**config.mk**
```make
export PLATFORM = sky130hd
export DESIGN_NAME = cmp_result_monitor
export DESIGN_NICKNAME = d
export VERILOG_FILES = /design/src/rtl/cmp_result_monitor.sv
export SDC_FILE = /design/constraint.sdc
export NUM_CORES = 1
export LEC_CHECK = 0
export ABC_AREA = 1
export ABC_CLOCK_PERIOD_IN_PS = 1700
export BUFFER_PORTS_ARGS = -buffer_cell sky130_fd_sc_hd__buf_2
export CAP_MARGIN = 30
export CORE_UTILIZATION = 40
export DETAILED_ROUTE_END_ITERATION = 16
export HOLD_SLACK_MARGIN = 0.08
export SLEW_MARGIN = 5
export SYNTH_ARGS = -nofsm -noshare
export SYNTH_HDL_FRONTEND = slang
export SYNTH_SLANG_ARGS = --single-unit
```
**constraint.sdc**
```tcl
create_clock -name clk -period 1.7 [get_ports clk]
set_input_delay 0 -clock clk [delete_from_list [all_inputs] [get_ports clk]]
set_output_delay 0 -clock clk [all_outputs]
set_load 0.01 [all_outputs]
```
**src/rtl/cmp_result_monitor.sv**
```systemverilog
// cmp_result_monitor
//   Post-processing stage for a 2-bit magnitude comparator. Samples the
//   one-hot gt/eq/lt flags, qualifies them over STABLE_CYC consecutive
//   identical valid samples, emits a change-only result code over a
//   valid/ready handshake and keeps saturating per-outcome counters.
//
//   Build option: define CMP_MON_ERRCHK_EN to decode non-one-hot flag sets
//   as code 11 and raise the sticky err_flag when such a code is accepted.
//   Without it, flags are priority-decoded (gt, then eq, then lt) and
//   err_flag is tied low.
module cmp_result_monitor #(
    parameter int CNT_W      = 8,
    parameter int STABLE_CYC = 2
) (
    input  logic             clk,
    input  logic             rst_n,
    input  logic             in_valid,
    input  logic             a_gt_b,
    input  logic             a_eq_b,
    input  logic             a_lt_b,
    input  logic             clr,
    output logic             out_valid,
    input  logic             out_ready,
    output logic [1:0]       out_code,
    output logic [CNT_W-1:0] gt_cnt,
    output logic [CNT_W-1:0] eq_cnt,
    output logic [CNT_W-1:0] lt_cnt,
    output logic             err_flag
);

    // FSM states
    localparam logic [1:0] ST_IDLE = 2'd0;
    localparam logic [1:0] ST_QUAL = 2'd1;
    localparam logic [1:0] ST_EMIT = 2'd2;

    // Result codes
    localparam logic [1:0] CODE_EQ = 2'b00;
    localparam logic [1:0] CODE_GT = 2'b01;
    localparam logic [1:0] CODE_LT = 2'b10;
`ifdef CMP_MON_ERRCHK_EN
    localparam logic [1:0] CODE_ERR = 2'b11;
`endif

    localparam logic [3:0]       STAB_TGT = 4'(STABLE_CYC);
    localparam logic [CNT_W-1:0] CNT_MAX  = '1;

    logic [1:0]       state_q, state_d;
    logic [1:0]       cand_q, cand_d;
    logic [3:0]       stab_q, stab_d;
    logic [1:0]       last_q, last_d;
    logic             last_vld_q, last_vld_d;
    logic [CNT_W-1:0] gt_cnt_q, gt_cnt_d;
    logic [CNT_W-1:0] eq_cnt_q, eq_cnt_d;
    logic [CNT_W-1:0] lt_cnt_q, lt_cnt_d;

    logic [1:0] code;
    logic [3:0] stab_inc;
    logic       accept;

    // Decode the sampled flag set into a result code
    always_comb begin
        // NOTE: every variable assigned in a combinational block gets a default
        // first, so no path leaves it unassigned and no latch is inferred.
        code = CODE_LT;
`ifdef CMP_MON_ERRCHK_EN
        unique case ({a_gt_b, a_eq_b, a_lt_b})
            3'b100:  code = CODE_GT;
            3'b010:  code = CODE_EQ;
            3'b001:  code = CODE_LT;
            default: code = CODE_ERR;
        endcase
`else
        if (a_gt_b) begin
            code = CODE_GT;
        end else if (a_eq_b) begin
            code = CODE_EQ;
        end else begin
            code = CODE_LT;
        end
`endif
    end

    assign accept   = (state_q == ST_EMIT) && out_ready;
    assign stab_inc = stab_q + 4'd1;

    // Qualification / emission FSM and change-history tracking
    always_comb begin
        state_d    = state_q;
        cand_d     = cand_q;
        stab_d     = stab_q;
        last_d     = last_q;
        last_vld_d = last_vld_q;

        unique case (state_q)
            ST_IDLE: begin
                if (in_valid) begin
                    cand_d = code;
                    stab_d = 4'd1;
                    if (STAB_TGT == 4'd1) begin
                        // Single-sample qualification: only a change is emitted
                        if (!last_vld_q || (code != last_q)) begin
                            state_d = ST_EMIT;
                        end
                    end else begin
                        state_d = ST_QUAL;
                    end
                end
            end
            ST_QUAL: begin
                if (in_valid) begin
                    if (code == cand_q) begin
                        stab_d = stab_inc;
                        if (stab_inc == STAB_TGT) begin
                            // Stable result: drop it if it repeats the last one
                            if (last_vld_q && (cand_q == last_q)) begin
                                state_d = ST_IDLE;
                            end else begin
                                state_d = ST_EMIT;
                            end
                        end
                    end else begin
                        cand_d = code;
                        stab_d = 4'd1;
                    end
                end
            end
            ST_EMIT: begin
                // Inputs are ignored while a result waits for the consumer
                if (out_ready) begin
                    last_d     = cand_q;
                    last_vld_d = 1'b1;
                    state_d    = ST_IDLE;
                end
            end
            default: state_d = ST_IDLE;
        endcase

        // Clear forgets the change history but leaves the FSM untouched
        if (clr) begin
            last_vld_d = 1'b0;
        end
    end

    // Saturating per-outcome counters, updated on an accepted result
    always_comb begin
        gt_cnt_d = gt_cnt_q;
        eq_cnt_d = eq_cnt_q;
        lt_cnt_d = lt_cnt_q;

        if (accept) begin
            unique case (cand_q)
                CODE_GT: if (gt_cnt_q != CNT_MAX) gt_cnt_d = gt_cnt_q + CNT_W'(1);
                CODE_EQ: if (eq_cnt_q != CNT_MAX) eq_cnt_d = eq_cnt_q + CNT_W'(1);
                CODE_LT: if (lt_cnt_q != CNT_MAX) lt_cnt_d = lt_cnt_q + CNT_W'(1);
                default: ;
            endcase
        end

        // Clear takes priority over a coincident acceptance
        if (clr) begin
            gt_cnt_d = '0;
            eq_cnt_d = '0;
            lt_cnt_d = '0;
        end
    end

    // State, history and counter registers
    always_ff @(posedge clk or negedge rst_n) begin
        if (!rst_n) begin
            state_q    <= ST_IDLE;
            cand_q     <= CODE_EQ;
            stab_q     <= 4'd0;
            last_q     <= CODE_EQ;
            last_vld_q <= 1'b0;
            gt_cnt_q   <= '0;
            eq_cnt_q   <= '0;
            lt_cnt_q   <= '0;
        end else begin
            // NOTE: sequential state uses non-blocking assignments so every flop
            // samples the pre-edge values regardless of statement order.
            state_q    <= state_d;
            cand_q     <= cand_d;
            stab_q     <= stab_d;
            last_q     <= last_d;
            last_vld_q <= last_vld_d;
            gt_cnt_q   <= gt_cnt_d;
            eq_cnt_q   <= eq_cnt_d;
            lt_cnt_q   <= lt_cnt_d;
        end
    end

`ifdef CMP_MON_ERRCHK_EN
    logic err_q, err_d;

    // Sticky error: set when an illegal code is accepted, cleared by clr
    always_comb begin
        err_d = err_q;
        if (accept && (cand_q == CODE_ERR)) begin
            err_d = 1'b1;
        end
        if (clr) begin
            err_d = 1'b0;
        end
    end

    // Error flag register
    always_ff @(posedge clk or negedge rst_n) begin
        if (!rst_n) begin
            err_q <= 1'b0;
        end else begin
            err_q <= err_d;
        end
    end

    assign err_flag = err_q;
`else
    assign err_flag = 1'b0;
`endif

    assign out_valid = (state_q == ST_EMIT);
    assign out_code  = cand_q;
    assign gt_cnt    = gt_cnt_q;
    assign eq_cnt    = eq_cnt_q;
    assign lt_cnt    = lt_cnt_q;

endmodule

```
# --- Word level (Yosys, flattened, before mapping) ---
# Cells that the tools add are included.
# Widths: inputs -> output; s select.
totals:
  regBits: 35
  in_bits: 8
  output_inout_bits: 28
  elab_cells: 82
op_classes:
  add_sub_neg: 4
  n_eq_ne: 16
  mux: 32
  n_reduce_logical: 22
op_table:
  columns: ["cell", "count"]
  rows:
  - ["$mux 8", 12]
  - ["$add 8x1->8 const B", 3]
  - ["$ne 8x8->1 const B", 3]
  - ["$mux 2", 11]
  - ["$reduce_bool 2->1", 10]
  - ["$mux 4", 3]
  - ["$reduce_and 3->1", 4]
  - ["$ne 2x2->1 const B", 5]
  - ["$pmux 4 s2", 1]
  - ["$pmux 2 s3", 1]
  - ["$reduce_and 5->1", 1]
  - ["$add 4x1->4 const B", 1]
  - ["$eq 2x1->1 const B", 2]
  - ["$eq 2x2->1", 2]
  - ["$eq 2x2->1 const B", 2]
  - ["$eq 4x2->1 const B", 1]
  - ["$logic_not 2->1", 2]
  - ["$pmux 2 s2", 1]
  - ["$reduce_and 2->1", 2]
  - ["$reduce_and 4->1", 1]
  - ["$mux 1", 3]
  - ["$logic_and 1x1->1", 2]
  - ["$ne 2x1->1 const B", 1]

# --- Logic depth before layout (Yosys ltp) ---
# Gate-level depths: netlist of the first run.
logic_depth:
  depth_word: 7
  ltp_mapped: 10
  depth_no_buf: 10

# --- Worst setup path after synthesis of the first run ---
# No wires, ideal clock.
synth_timing:
  kind: "register to register"
  from: "register eq_cnt_q[0] (netlist: eq_cnt[0])"
  to: "register eq_cnt_q[4] (netlist: eq_cnt[4])"
  setup_time_ps: 118
  arrival_time_ps: 1285
  required_time_ps: 1582
  slack_ps: 297
  path_stages_with_launch: 9
  n_path_buf: 1
  period_less_slack_ps: 1403
  path_cell_list: "dfrtp_1 -> ha_1 -> nand3_1 -> inv_1 -> nand3_1 -> nand3_4 -> buf_12 -> nand2_1 -> o21ai_2"
synth_between:
  elab_chain_cells: 5
  word_cells_on_any_way: 8
  classes_between: "add/sub (1); eq/ne (1); mux (4); reduce/logical (2)"
synth_lines:
  columns: ["item", "line_no", "source"]
  rows:
  - ["start, declared", "53", "logic [CNT_W-1:0] eq_cnt_q, eq_cnt_d;"]
  - ["start signal, assigned", "187", "eq_cnt_q <= eq_cnt_d;"]
  - ["$add 8x1->8", "153", "CODE_EQ: if (eq_cnt_q != CNT_MAX) eq_cnt_d = eq_cnt_q + CNT_W'(1);"]
  - ["$mux 8", "153", null]
  - ["$mux 8", "151", "unique case (cand_q)"]
  - ["$mux 8", "150", "if (accept) begin"]
  - ["$mux 8", "160", "if (clr) begin"]
# Several ways; a longest one is shown, not always the timed one. The select of a mux whose other input is x is not followed.
# A chain may end at the register's enable or synchronous reset.

# --- Worst setup path after layout of the first run ---
layout_timing:
  from: "register eq_cnt_q[0] (netlist: eq_cnt[0])"
  to: "register eq_cnt_q[1] (netlist: eq_cnt[1])"
# Same word-level chain as after synthesis.

==> results.cfg, run 1 <==
[yosys]
ys_warn_count = 0
synthFlopType = dfrtp_1
avgSynthCellArea_um2 = 7.798
synth_seq_cells = 35
synth_area_leaders = dfrtp_1 39%, nand2_1 15%, nand3_1 6.7%
synth_top_area_share_pct = 39.00
synth_edf_count = 0
synth_area_um2 = 2246
yosysTopAreaCell = dfrtp_1
netlist_instances = 288
mappedNetlistNets = 301
synthDistinctLibCells = 31
ys_seq_area_share_pct = 39.00
ys_async_sr_fraction_pct = 100.0

[critical_path]
path_class = reg2reg
r2r_end = eq_cnt[1]$_DFFE_PN0P_
rr_startpoint = eq_cnt[0]$_DFFE_PN0P_
cp.arrival_ns = 1.64
r2r_cells = 7
cp-end-kind = flop
reg2reg_slack_ns = 0.24
crit_required_ns = 1.88
crit_path_max_fanout = 16
start_kind = flop

[grt]
grt_pass1_vias = 1760
track_usage_pct = 16.21
grt_antenna_before_repair = 0
grt_max_degree = 27
grt_overflow = 0
grt_pass1_wl_um = 7762

[timing]
slew_headroom_pct = 63.61
skew_ns = 0.005088
finalSetupViolations = 0
setup-tns-final_ns = 0
report.final.slew_viol_count = 0
tightest_slew_ns = 0.5459
fin_ws_ns = 0.2432
fmax_ghz = 0.6865
rsz0062_at_grt = no
hold_viol = 0
min_period_ns = 1.457
fin_crit_sh_pct = 85.69

[layout]
area_delta_synth_final_pct = 15.82
utilization_pct = 49.36
antennaDiodeCount = 0
drive_gt1_share_pct = 25.08
nets = 344

[die]
die_area_um2 = 5918
io_pins = 36
num_rows = 26
dieHeight_um = 76.93
die_w_um = 76.93
initial_core_util_pct = 42.62
core_um2 = 5270

[routing]
drt_pass1_iterations = 4
vias = 1891
post_drt_wl_per_cell_um = 10.90
via_per_inst = 4.716
ant_nets = 0
drt_wl_total_um = 4369
drt_iter0_markers = 63
drc = 0

[min_path]
min_path_type = in2async

[clock_tree]
cts_tree = built
cts_buffer_depth = 2
cts.sink_count = 35
cts_buffers = 5
path_clk_slew_ns = 0.07
clock_latency_ns = 0.29
root_buffer = clkbuf_8
cts_resized = 0
postCtsHoldBufs = 7
post-cts-setup-buffer-count = 0
htree_levels = 2

[power]
leakage_nw = 1.282
vdd_drop_max_mv = 0.5622
power_density_nw_per_um2 = 1119

[place]
portBuffers = 33
gp_congestion = 0.7991
dp_slack_ns = 0.2461
dp_hpwl_um = 3101

[status]
outcome = finished, final reports clean

[job]
cap_violations = 0
kinds of logic after synthesis:
kind of cell | share of synthesized area (%)
other | 0.1670
DFF | 39.00
buffers and inverters | 9.470
xor gates and xnor gates | 2.340
and+or+nand+nor | 36.43
AOI/OAI and AO/OA | 9.805
adders and majority gates | 2.786
per-stage QoR:
step	instance area, um^2	instances	total power, mW	hold WS (ns)
final	2601	401	2.910	0.2221
after global routing	2601	401	3.156	0.2876
after CTS	2601	401	2.952	0.2507
after detailed placement	2444	387	2.296	0.02928
after global placement	2444	387	2.271	0.02749
after floorplan	2246	288	2.046	-0.2956
registers in the layout, indices dropped and copies added, names as in the netlist:
name / count
last_vld_q: 1
gt_cnt: 8
eq_cnt: 8
stab_q: 4
lt_cnt: 8
last_q: 2
state_q: 2
out_code: 2
where the power goes:
part | total, mW | internal [mW] | leakage (nW) | switching, mW
clock | 0.632 | 0.318 | 0.0470 | 0.313
combinational | 1.04 | 0.417 | 0.767 | 0.618
sequential | 1.24 | 1.01 | 0.469 | 0.233
total | 2.91 | 1.74 | 1.28 | 1.17
synthesized netlist by cell type, types with 3 or more instances:
library cell / instances
nor3_2: 3
nand3_2: 4
xor2_1: 3
nand3b_1: 4
dfrtp_1: 35
or2_2: 3
xnor2_1: 3
nor3_1: 3
ha_1: 5
nor2_1: 19
inv_1: 28
nand3_1: 30
nand3_4: 4
inv_2: 6
o21ai_1: 13
nand2_1: 90
o21ai_2: 16
critical path, cell delays in order, from the launching register on:
cell,delay (ns)
dfrtp_1,0.43
ha_1,0.24
nand3_1,0.11
inv_1,0.05
nand3_1,0.12
nand3_4,0.21
nand2_1,0.14
o21ai_2,0.05
routing by layer:
metal / up-vias / global-route usage [%] / wire, um
met1: 842 / 21.60 / 2199
met2: 32 / 25.09 / 1953
met4: 0 / 6.538 / 72
met5: - / 0 / 0
li1: 1009 / - / -
met3: 8 / 3.810 / 143
placed cells by master (no fill, tap or decap):
cell / n
a21oi_1: 1
buf_2: 33
buf_4: 2
clkbuf_8: 6
clkinv_1: 1
clkinv_2: 1
conb_1: 1
dfrtp_1: 35
dlygate4sd3_1: 7
ha_1: 5
inv_1: 28
inv_2: 6
inv_8: 1
nand2_1: 90
nand2_2: 2
nand2_4: 1
nand3_1: 30
nand3_2: 4
nand3_4: 4
nand3b_1: 4
nand4_1: 2
nor2_1: 19
nor2_4: 1
nor3_1: 3
nor3_2: 3
nor3b_1: 1
o21ai_0: 2
o21ai_1: 13
o21ai_2: 16
or2_2: 3
xnor2_1: 3
xor2_1: 3
worst max path at each step:
stage	cells past startpoint	start	slack, ns	end
6_report	7	eq_cnt[0]$_DFFE_PN0P_	0.24	eq_cnt[1]$_DFFE_PN0P_
5_1_grt	7	lt_cnt[0]$_DFFE_PN0P_	0.07	lt_cnt[6]$_DFFE_PN0P_
4_1_cts	7	eq_cnt[0]$_DFFE_PN0P_	0.23	eq_cnt[1]$_DFFE_PN0P_
3_5_place_dp	7	eq_cnt[0]$_DFFE_PN0P_	0.25	eq_cnt[1]$_DFFE_PN0P_
3_3_place_gp	7	eq_cnt[0]$_DFFE_PN0P_	0.27	eq_cnt[4]$_DFFE_PN0P_
2_1_floorplan	8	eq_cnt[0]$_DFFE_PN0P_	0.30	eq_cnt[4]$_DFFE_PN0P_
cell type report:
type | count | area [um^2]
clock inverter | 1 | 5.005
timing repair buffer | 42 | 250.2
fill | 526 | 2669
tap | 70 | 87.58
sequential | 35 | 875.8
clock buffer | 6 | 82.58
multi-input combinational | 211 | 1157
inverter | 36 | 142.6
Note: power is estimated with default switching activity, not from simulation.
==> inputs of run 2 (changes only) <==
--- a/config.mk
+++ b/config.mk
@@ -6,7 +6,7 @@
 export NUM_CORES = 1
 export LEC_CHECK = 0
 export ABC_AREA = 1
-export ABC_CLOCK_PERIOD_IN_PS = 1700
+export ABC_CLOCK_PERIOD_IN_PS = 1300
 export BUFFER_PORTS_ARGS = -buffer_cell sky130_fd_sc_hd__buf_2
 export CAP_MARGIN = 30
 export CORE_UTILIZATION = 40
==> constraint.sdc (replaced) <==
create_clock -name clk -period 1.3 [get_ports clk]
set_input_delay 0 -clock clk [delete_from_list [all_inputs] [get_ports clk]]
set_output_delay 0 -clock clk [all_outputs]
set_load 0.01 [all_outputs]
==> run 2 against run 1 <==
Against the previous run: register-to-register slack worse by 0.23 ns; total power is 53% higher; worst hold slack worse by 0.12 ns; first-iteration DRC count is 40% higher; flip-flop and latch count stayed put; setup slack worse by 0.23 ns; critical path depth stayed put; via count is 11% higher; global-route usage is 1.8 points higher; largest cell class unchanged.
==> results.cfg, run 2 (synthesis gave the netlist of run 1 again) <==
[die]
die_area_um2 = 5918
io_pins = 36
core_um2 = 5270
dieHeight_um = 76.93
die_w_um = 76.93
num_rows = 26
initial_core_util_pct = 42.62

[grt]
grt_overflow = 0
grt_pass1_wl_um = 8535
grt_pass1_vias = 1937
grt_antenna_before_repair = 0
grt_max_degree = 27
track_usage_pct = 17.99

[power]
vdd_drop_max_mv = 0.8314
p_total_mw = 4.455
power_density_nw_per_um2 = 1453
leakage_nw = 1.461

[place]
dp.cells = 414
portBuffers = 33
gp_congestion = 0.7721
dpl-instance-area_um2 = 2685
dp_hpwl_um = 3471

[timing]
min_period_ns = 1.285
hold_viol = 0
fmax_ghz = 0.7782
finalSetupViolations = 0
fin_crit_sh_pct = 98.85
report.final.slew_viol_count = 0
skew_ns = 0.003690
rsz0062_at_grt = yes

[clock_tree]
path_clk_slew_ns = 0.07
clock_latency_ns = 0.29
cts_tree = built
root_buffer = clkbuf_8
cts_buffer_depth = 2
htree_levels = 2
cts_buffers = 5
cts.sink_count = 35

[routing]
drc = 0
ant_nets = 0
via_per_inst = 4.836
drt_wl_total_um = 5265
wl_met1_um = 2406
drt_pass1_iterations = 4
met3_length_um = 176
dr_wl_met2_um = 2630
vias = 2099
top_layer_used = met4
drt_iter0_markers = 88
post_drt_wl_per_cell_um = 12.13

[critical_path]
cp-end-kind = flop
path_class = reg2reg
cp_slowest_cell = dfrtp_1
path_buf_inv = 1
crit_top_cell = nand3_4
crit_path_max_fanout = 8
start_kind = flop
cp.arrival_ns = 1.46
max_stage_delay_ns = 0.39
crit_family = simple AND/OR/NAND/NOR gates
crit_chain = ha_2 > nand3_4 > inv_4 > nand3_4 > nand3_4 > nand2_2 > o21ai_2
crit_required_ns = 1.48

[job]
cap_violations = 0

[layout]
stdcell_area_um2 = 3067
final_common_cell = nand2_1
fillCellCount = 498
antennaDiodeCount = 0
area_delta_synth_final_pct = 36.55
final_cell_mix = 78 x nand2_1, 33 x buf_2, 32 x dfrtp_1
drive_gt1_share_pct = 42.03
final_cell_count_no_fill = 434
ff_latch_area_um2 = 879.6
multiInputGateArea_um2 = 1379
utilization_pct = 58.19
nets = 376

[status]
outcome = finished, final reports clean

[min_path]
min_path_type = in2reg
==> run 2: cell types whose count changed in the layout (fill, tap and decap cells not counted), sizes merged <==
cell / change
inv: +1
clkinv: -1
dlygate4sd3: -1
nand3: +3
clkinvlp: +1
buf: +30
==> run 2: cell type report <==
class	instances	share of cell area, %
clock buffer	6	2.366
clock inverter	2	0.4080
inverter	36	4.733
multi-input combinational	214	44.96
sequential	35	28.68
tap	70	2.856
timing repair buffer	71	15.99
==> run 2: metal layers <==
layer  global-route usage (%)  vias to the layer above
met1                    22.59                      974
li1                         -                     1076
met2                    30.71                       44
met4                    6.346                        0
met3                    3.214                        5
met5                        0                        -
==> run 2: worst reg2reg max path, cell delays in order, from the launching register on <==
cell	delay (ns)
dfrtp_1	0.39
ha_2	0.21
nand3_4	0.11
inv_4	0.04
nand3_4	0.10
nand3_4	0.15
nand2_2	0.12
o21ai_2	0.05
==> run 2: timing repair <==
| action | in CTS | in global routing |
|---|---|---|
| hold endpoints to repair | 42 | 0 |
| gates cloned | 1 | 2 |
| gates resized for setup | 1 | 40 |
| hold buffers | 6 | 0 |
| buffers inserted | 0 | 3 |
| setup endpoints to repair | 14 | 31 |
| pin swaps | 0 | 15 |
==> run 2: metrics by stage <==
stage	setup WS, ns	setup TNS (ns)	hold slack (ns)
finish	0.01499	0	0.1051
global route	-0.03622	-0.3696	0.1205
CTS	-0.009840	-0.04630	0.08729
detailed placement	-0.02178	-0.08554	-0.04140
global placement	0.008957	0	-0.04198
floorplan	-0.02027	-0.06910	-0.2956
==> run 2: worst paths after layout <==
kind	from	end	slack [ns]	cells after the start
max	gt_cnt[0]$_DFFE_PN0P_	gt_cnt[7]$_DFFE_PN0P_	0.01	7
min	clr	last_vld_q$_DFFE_PN0P_	0.11	3
max reg2reg	gt_cnt[0]$_DFFE_PN0P_	gt_cnt[7]$_DFFE_PN0P_	0.01	7
min reg2reg	state_q[0]$_DFFE_PN0P_	state_q[0]$_DFFE_PN0P_	0.50	2
max in group asynchronous	rst_n	out_code[0]$_DFFE_PN0P_	0.69	3
min in group asynchronous	rst_n	stab_q[2]$_DFFE_PN0P_	0.16	2
==> run 2: power by group <==
part           leakage [nW]  switching (mW)  internal [mW]
sequential            0.465           0.238           1.33
combinational         0.955            1.15          0.950
clock                0.0412           0.419          0.375
